File: config.mk
export PLATFORM = sky130hd
export DESIGN_NAME = ifu_fetch
export DESIGN_NICKNAME = d
export VERILOG_FILES = /design/src/rtl/ifu_fetch_pkg.sv /design/src/rtl/ifu_fetch.sv
export SDC_FILE = /design/constraint.sdc
export NUM_CORES = 1
export LEC_CHECK = 0
export CAP_MARGIN = 20
export CORE_MARGIN = 1
export CORE_UTILIZATION = 36
export CTS_CLUSTER_SIZE = 30
export DETAILED_ROUTE_END_ITERATION = 12
export HOLD_SLACK_MARGIN = 0.08
export PLACE_DENSITY = 0.83
export REMOVE_ABC_BUFFERS = 1
export SLEW_MARGIN = 20
export SYNTH_ARGS = -nofsm -noshare
export SYNTH_HDL_FRONTEND = slang
export SYNTH_SLANG_ARGS = --single-unit
File: constraint.sdc
create_clock -name clk -period 1.9 [get_ports clk]
set_input_delay 0.19 -clock clk [delete_from_list [all_inputs] [get_ports clk]]
set_output_delay 0.19 -clock clk [all_outputs]
set_load 0.1 [all_outputs]
File: src/rtl/ifu_fetch_pkg.sv
// ifu_fetch_pkg: shared types and constants for the instruction fetch unit.
//   ifu_state_t   - fetch FSM state encoding
//   RESP_OKAY     - AXI-lite read response code for success
//   IFU_RESET_PC  - default PC after reset (first fetch address)
//   IFU_NOP_INS   - default word substituted on a fetch error (addi x0,x0,0)
//   pc_align()    - clear the byte-offset bits of a PC
//   pc_misaligned() - true when a PC is not word aligned
package ifu_fetch_pkg;

    typedef enum logic [1:0] {
        S_REQ  = 2'd0,
        S_RESP = 2'd1,
        S_HOLD = 2'd2,
        S_WAIT = 2'd3
    } ifu_state_t;

    localparam logic [1:0]  RESP_OKAY    = 2'b00;
    localparam logic [31:0] IFU_RESET_PC = 32'h8000_0000;
    localparam logic [31:0] IFU_NOP_INS  = 32'h0000_0013;

    function automatic logic [31:0] pc_align(input logic [31:0] addr);
        return {addr[31:2], 2'b00};
    endfunction

    function automatic logic pc_misaligned(input logic [31:0] addr);
        return addr[1:0] != 2'b00;
    endfunction

endpackage

File: src/rtl/ifu_fetch.sv
// ifu_fetch: multicycle instruction fetch unit, producer side of the
// fetch->decode handshake. One AXI-lite read (AR + R) per instruction; the
// fetched word is held with ifu_valid until decode takes it, then the unit
// idles until the commit stage hands over the next PC.
//
// Ports:
//   clk, rst                 clock, synchronous active-high reset
//   pc, ins, ifu_valid       instruction + its address towards decode
//   idu_ready                decode accepts (ifu_valid & idu_ready)
//   pc_upd_valid, next_pc    next PC pulse from commit (only used in S_WAIT)
//   mem_ar*                  read address channel (araddr = pc)
//   mem_r*                   read data channel
//   fetch_err                sticky: bad read response or misaligned next_pc
module ifu_fetch
    import ifu_fetch_pkg::*;
#(
    parameter logic [31:0] RESET_PC = IFU_RESET_PC,
    parameter logic [31:0] NOP_INS  = IFU_NOP_INS
) (
    input  logic        clk,
    input  logic        rst,
    output logic [31:0] pc,
    output logic [31:0] ins,
    output logic        ifu_valid,
    input  logic        idu_ready,
    input  logic        pc_upd_valid,
    input  logic [31:0] next_pc,
    output logic [31:0] mem_araddr,
    output logic        mem_arvalid,
    input  logic        mem_arready,
    input  logic [31:0] mem_rdata,
    input  logic [1:0]  mem_rresp,
    input  logic        mem_rvalid,
    output logic        mem_rready,
    output logic        fetch_err
);

    ifu_state_t state_q, state_d;

    // Handshake events, each qualified by the state that owns it so that
    // stray inputs in other states cannot move the machine.
    logic ar_fire;
    logic r_fire;
    logic id_fire;
    logic pc_fire;

    assign ar_fire = (state_q == S_REQ)  && mem_arready;
    assign r_fire  = (state_q == S_RESP) && mem_rvalid;
    assign id_fire = (state_q == S_HOLD) && idu_ready;
    assign pc_fire = (state_q == S_WAIT) && pc_upd_valid;

    // ------------------------------------------------------------------
    // FSM state register
    // ------------------------------------------------------------------
    always_ff @(posedge clk) begin
        if (rst) begin
            state_q <= S_REQ;
        end else begin
            state_q <= state_d;
        end
    end

    // ------------------------------------------------------------------
    // Next state and Moore handshake outputs
    // ------------------------------------------------------------------
    always_comb begin
        state_d     = state_q;
        mem_arvalid = 1'b0;
        mem_rready  = 1'b0;
        ifu_valid   = 1'b0;

        unique case (state_q)
            S_REQ: begin
                // The reset state is S_REQ, but no request may be presented
                // while rst is still held, so arvalid is masked by rst.
                mem_arvalid = !rst;
                if (ar_fire) state_d = S_RESP;
            end
            S_RESP: begin
                mem_rready = 1'b1;
                if (r_fire) state_d = S_HOLD;
            end
            S_HOLD: begin
                ifu_valid = 1'b1;
                if (id_fire) state_d = S_WAIT;
            end
            S_WAIT: begin
                if (pc_fire) state_d = S_REQ;
            end
            default: state_d = S_REQ;
        endcase
    end

    assign mem_araddr = pc;

    // ------------------------------------------------------------------
    // PC register: only the commit stage moves it, and only in S_WAIT,
    // so araddr is stable across a stalled AR and pc is frozen in S_HOLD.
    // ------------------------------------------------------------------
    always_ff @(posedge clk) begin
        if (rst) begin
            pc <= RESET_PC;
        end else if (pc_fire) begin
            pc <= pc_align(next_pc);
        end
    end

    // ------------------------------------------------------------------
    // Instruction register: captured once per fetch on the R beat. A
    // failed read delivers a NOP so decode still sees a harmless word.
    // ------------------------------------------------------------------
    always_ff @(posedge clk) begin
        if (rst) begin
            ins <= '0;
        end else if (r_fire) begin
            ins <= (mem_rresp == RESP_OKAY) ? mem_rdata : NOP_INS;
        end
    end

    // ------------------------------------------------------------------
    // Sticky error flag, cleared only by reset
    // ------------------------------------------------------------------
    always_ff @(posedge clk) begin
        if (rst) begin
            fetch_err <= 1'b0;
        end else if ((r_fire && (mem_rresp != RESP_OKAY)) ||
                     (pc_fire && pc_misaligned(next_pc))) begin
            fetch_err <= 1'b1;
        end
    end

endmodule

==> impl_metrics.json, run 1 <==
{
  "routedWlPerCell_um": 13.2,
  "global_route_wire_length_before_repair_mm": 10.7,
  "num-fill-cells": 619,
  "flow.area_growth_from_synthesis_pct": 56.0,
  "power_per_cell_area_nw_per_um2": 1070,
  "yosys.cell_types.count": 27,
  "clock-skew-final_ps": 9.86,
  "synth.top_cell.area_share_pct": 49.0,
  "tritoncts": "done",
  "detail-route-antenna-nets": 0,
  "drt-vias-per-instance": 4.64,
  "place_congestion": 0.699,
  "hold_path_depth": 3,
  "rsz0062_at_grt": "no",
  "synthCells": 304,
  "grt_util_met3_pct": 5.94,
  "report.final.setup_viol": 0,
  "first_pass_iters": 4,
  "placementRows": 30,
  "clk_path_buf_depth": 2,
  "slowest_stage": "sky130_fd_sc_hd__dfxtp_1",
  "finalWorstSetupSlack_ps": 261,
  "synth_top_area_cell": "sky130_fd_sc_hd__dfxtp_1",
  "pre_cts_ws_ps": 251,
  "place.detailed.instances": 522,
  "die-height_um": 87.9,
  "ys_async_sr_fraction_pct": 0,
  "cts-htree-levels": 3,
  "met1_grt_util_pct": 20.1,
  "crit_path_max_cell_delay_ps": 380,
  "syn_area_per_cell_um2": 8.73,
  "cp.depth": 5,
  "worst_setup_hold_path_clk_slew_ps": 70,
  "synth_seq_area_share_pct": 49.0,
  "number_of_sinks_on_the_clock_net": 65,
  "final_layout_size_suffix_gt1_share_pct": 27.4,
  "number_of_antenna_violations_at_the_first_check_in_global_routing": 0,
  "setup.worst_path.end_class": "register",
  "fmaxAchievable_ghz": 0.610,
  "multi_input_area_um2": 976,
  "synth_edf_count": 0,
  "critical_path.max_fanout": 4,
  "crit_type": "register to register",
  "final-instance-count-excl-fill": 538,
  "die_w_um": 87.9,
  "cts_hold_buffers": 0,
  "synth_common_cells": "65 x sky130_fd_sc_hd__dfxtp_1, 62 x sky130_fd_sc_hd__nand2_1, 36 x sky130_fd_sc_hd__buf_4, 33 x sky130_fd_sc_hd__a21oi_1",
  "pin_count": 172,
  "antenna_cells": 0,
  "critical_path_required_ps": 2150,
  "synth-main-ff-cell": "sky130_fd_sc_hd__dfxtp_1",
  "report.final.hold_viol_count": 0,
  "peakVddDrop_uv": 500,
  "worstRegToRegCells": 5,
  "gr-max-usage-layer": "met2",
  "grt_start_max_net_pins": 38,
  "drtIter0Drc": 68,
  "clk_root_buffer_cell": "sky130_fd_sc_hd__clkbuf_8",
  "maxCapViolCount": 0,
  "clk_latency_ps": 330,
  "final_count_of_pins_violating_max_slew": 0,
  "totalWireLength_mm": 7.09,
  "floorplan.core_area_um2": 6940,
  "number_of_global_route_vias_before_repair": 2275,
  "final_period_minus_worst_setup_slack_ps": 1640,
  "final.period_utilization_pct": 86.2,
  "crit_chain": "inv_1 -> ha_1 -> and2b_2 -> a2111oi_4 -> mux2i_1",
  "track_usage_pct": 17.8,
  "dp_hpwl_mm": 5.25,
  "synthesized_flop_and_latch_total": 65,
  "area_taken_by_flip_flops_and_latches_um2": 1300,
  "detail_route.drc_violations": 0,
  "post_synth_instance_area_um2": 2660,
  "cts_repair_resize_count": 0,
  "crit_arrival_ps": 1890,
  "cts_setup_buffers": 0,
  "dieArea_um2": 7720,
  "post-synth-top-count-cell": "sky130_fd_sc_hd__dfxtp_1",
  "crit_path_start_kind": "register",
  "routed-via-count": 2496,
  "critical_path.n_buffers_inverters": 1,
  "grtUsageMet2_pct": 30.9,
  "initial_utilization_pct": 38.2,
  "grt.overflow.total": 0,
  "finalNetCount": 514,
  "top_delay_family_on_crit_path": "flip-flops",
  "buffer_ports.inserted": 167,
  "min-delay-path-class": "input port to register",
  "p_leak_nw": 1.75,
  "yosys_warnings": 0,
  "outcome": "finished clean",
  "cts-buffers-inserted": 9,
  "synth_area_leaders": "sky130_fd_sc_hd__dfxtp_1 49%, sky130_fd_sc_hd__buf_4 10%, sky130_fd_sc_hd__nand2_1 8.8%, sky130_fd_sc_hd__a22oi_1 8.2%, sky130_fd_sc_hd__a21oi_1 6.2%"
}
[worst register-to-register path, cell delays in order (launching register included)]
cell and delay, ps:
sky130_fd_sc_hd__dfxtp_1 380, sky130_fd_sc_hd__inv_1 100, sky130_fd_sc_hd__ha_1 260, sky130_fd_sc_hd__and2b_2 230
sky130_fd_sc_hd__a2111oi_4 370, sky130_fd_sc_hd__mux2i_1 220
[sequential cells by signal (all words and copies together) (netlist names)]
| register | count |
|---|---|
| fetch_err | 1 |
| ins | 32 |
| mem_araddr | 30 |
| state_q | 2 |
[per-stage QoR]
stage          instance area (µm²)  util, %  TNS [ps]  hold slack [ps]  total power [W]
2_1_floorplan                 2300        -    -19990              255          0.00281
5_1_grt                       4140     59.6         0              393          0.00463
3_5_place_dp                  3950     56.9         0              463          0.00337
4_1_cts                       4140     59.6         0              371          0.00450
3_3_place_gp                  3950     56.9         0              457          0.00334
6_report                      4140     59.6         0              390          0.00445
[power breakdown]
group          switching (W)  internal, W
logic                0.00129     0.000524
clock network       0.000516     0.000605
registers          0.0000629      0.00145
[layout by cell type (no fill, tap or decap), types with 2 or more instances in the layout]
cell type                         Yosys  final
sky130_fd_sc_hd__buf_4               36     97
sky130_fd_sc_hd__clkdlybuf4s50_1      0     70
sky130_fd_sc_hd__dfxtp_1             65     65
sky130_fd_sc_hd__nand2_1             62     62
sky130_fd_sc_hd__a21oi_1             33     33
sky130_fd_sc_hd__a22oi_1             29     29
sky130_fd_sc_hd__nor2_1              29     29
sky130_fd_sc_hd__clkbuf_8             0      9
sky130_fd_sc_hd__inv_1                6      6
sky130_fd_sc_hd__ha_1                 5      5
sky130_fd_sc_hd__buf_12               0      5
sky130_fd_sc_hd__conb_1               1      4
sky130_fd_sc_hd__nand2b_1             3      3
sky130_fd_sc_hd__nor2b_1              2      2
sky130_fd_sc_hd__a211oi_1             2      2
sky130_fd_sc_hd__mux2i_1              2      2
sky130_fd_sc_hd__clkbuf_1            10      2
sky130_fd_sc_hd__clkinv_2             0      2
[routing by layer]
layer / routed length, µm / vias to the layer above
met2: 3530 / 117
li1: - / 1233
met4: 71 / 0
met3: 716 / 7
met5: 0 / -
met1: 2780 / 1139
[final timing paths]
| path | startpoint | end | slack [ps] |
|---|---|---|---|
| max | state_q[0] | state_q[1] | 260 |
| min | rst | mem_araddr[4] | 390 |
| max reg2reg | state_q[0] | state_q[1] | 260 |
| min reg2reg | mem_araddr[15] | mem_araddr[15] | 470 |
[logic make-up after synthesis]
kind of cell / share of synthesized area, %
AOI/OAI and AO/OA: 17.2
other: 0.141
DFF: 49.0
and+or+nand+nor: 15.9
adders and majority gates: 2.36
buffers and inverters: 14.7
muxes: 0.754
[final cells by class]
| type | instances | area share (%) |
|---|---|---|
| Multi-Input combinational cell | 182 | 23.6 |
| Timing Repair Buffer | 173 | 37.0 |
| Tap cell | 96 | 2.90 |
| Clock buffer | 11 | 3.17 |
| Clock inverter | 5 | 1.36 |
| Sequential cell | 65 | 31.4 |
| Inverter | 6 | 0.544 |
Power figures use the tool's default switching activity.
==> run 2: changes to the inputs <==
- CELL_PAD_IN_SITES_DETAIL_PLACEMENT: unset -> 1
- CELL_PAD_IN_SITES_GLOBAL_PLACEMENT: unset -> 2
- CORE_UTILIZATION: 36 -> 19
==> impl_metrics.json, run 2 (same netlist as run 1, synthesis figures left out) <==
{
  "flow.area_growth_from_synthesis_pct": 63.4,
  "pin_count": 172,
  "tritoncts": "done",
  "number_of_global_route_vias_before_repair": 2494,
  "critical_path.n_buffers_inverters": 1,
  "crit_arrival_ps": 1930,
  "final_layout_size_suffix_gt1_share_pct": 27.4,
  "dp_hpwl_mm": 5.89,
  "dieArea_um2": 14500,
  "clk_root_buffer_cell": "sky130_fd_sc_hd__clkbuf_16",
  "power_per_cell_area_nw_per_um2": 1150,
  "maxCapViolCount": 0,
  "crit_path_start_kind": "register",
  "number_of_antenna_violations_at_the_first_check_in_global_routing": 0,
  "clk_path_buf_depth": 2,
  "totalWireLength_mm": 8.10,
  "place_congestion": 0.692,
  "fmaxAchievable_ghz": 0.596,
  "detail_route.drc_violations": 0,
  "antenna_cells": 0,
  "cts_setup_buffers": 0,
  "slowest_stage": "sky130_fd_sc_hd__a2111oi_4",
  "p_leak_nw": 1.80,
  "initial_utilization_pct": 19.7,
  "number_of_sinks_on_the_clock_net": 65,
  "placementRows": 42,
  "placed_cell_area_um2": 4040,
  "grt.overflow.total": 0,
  "grt_start_max_net_pins": 36,
  "first_pass_iters": 4,
  "clock-skew-final_ps": 7.89,
  "crit_type": "register to register",
  "report.final.hold_viol_count": 0,
  "final_count_of_pins_violating_max_slew": 0,
  "finalNetCount": 514,
  "drt-vias-per-instance": 4.13,
  "final_period_minus_worst_setup_slack_ps": 1680,
  "report.final.setup_viol": 0,
  "crit_chain": "inv_1 -> ha_1 -> and2b_2 -> a2111oi_4 -> mux2i_1",
  "final.period_utilization_pct": 88.4,
  "cts_hold_buffers": 0,
  "routedWlPerCell_um": 13.1,
  "finalWorstSetupSlack_ps": 221,
  "layout_commonest_cell": "sky130_fd_sc_hd__buf_4",
  "worst_setup_hold_path_clk_slew_ps": 50,
  "rsz0062_at_grt": "no",
  "critical_path.max_fanout": 4,
  "routed-via-count": 2547,
  "min-delay-path-class": "input port to register",
  "setup.worst_path.end_class": "register",
  "buffer_ports.inserted": 167,
  "die-height_um": 120,
  "cts-htree-levels": 3,
  "worst-r2r-setup-slack_ps": 220,
  "layout.cells.most_common_list": "98 x sky130_fd_sc_hd__buf_4, 70 x sky130_fd_sc_hd__clkdlybuf4s50_1, 65 x sky130_fd_sc_hd__dfxtp_1",
  "largest_reg_flops": 32,
  "cts_repair_resize_count": 0,
  "global_route_wire_length_before_repair_mm": 12.5,
  "critical_path_required_ps": 2150,
  "largest_register": "ins",
  "layout.core_utilization_pct": 32.2,
  "detail-route-antenna-nets": 0,
  "outcome": "finished clean",
  "track_usage_pct": 11.3,
  "floorplan.core_area_um2": 13500,
  "die_w_um": 120,
  "drtIter0Drc": 98,
  "clk_latency_ps": 330,
  "cts-buffers-inserted": 9,
  "peakVddDrop_uv": 272,
  "pre_cts_ws_ps": 209,
  "postLayoutCellArea_um2": 4340,
  "top_delay_family_on_crit_path": "compound AO/OA/AOI/OAI gates",
  "crit_path_max_cell_delay_ps": 390
}
[run 2: worst reg2reg max path, cell delays in order (launching register included)]
cell	delay (ps)
sky130_fd_sc_hd__dfxtp_1	380
sky130_fd_sc_hd__inv_1	100
sky130_fd_sc_hd__ha_1	260
sky130_fd_sc_hd__and2b_2	230
sky130_fd_sc_hd__a2111oi_4	390
sky130_fd_sc_hd__mux2i_1	250
[run 2: final timing paths]
check,startpoint,endpoint,cells past startpoint
max,state_q[0],state_q[0],5
min,rst,ins[4],2
max reg2reg,state_q[0],state_q[0],5
min reg2reg,mem_araddr[29],mem_araddr[29],2
[run 2: routing by layer]
layer,vias to the layer above,global-route usage (%),routed length [µm]
met5,-,0,0
met4,0,6.25,177
met3,13,4.95,915
met2,142,18.5,3620
met1,1158,12.1,3390
li1,1234,-,-
[run 2: where the power goes]
group / internal (W) / switching, W
Combinational: 0.000521 / 0.00130
Sequential: 0.00145 / 0.0000656
Clock: 0.00107 / 0.000582
[run 2: metrics by stage]
stage,total power (W),cells,hold WS [ps],setup TNS [ps]
2_1_floorplan,0.00281,253,255,-19990
3_3_place_gp,0.00336,602,456,0
3_5_place_dp,0.00339,602,463,0
4_1_cts,0.00509,617,103,0
5_1_grt,0.00523,617,114,0
6_report,0.00500,617,120,0
[run 2: final cells by class]
class	instances	area, µm²
fill	1589	9110
timing repair buffer	173	1520
sequential	65	1300
multi-input combinational	182	976
clock buffer	12	256
tap	176	220
clock inverter	3	40.0
inverter	6	22.5
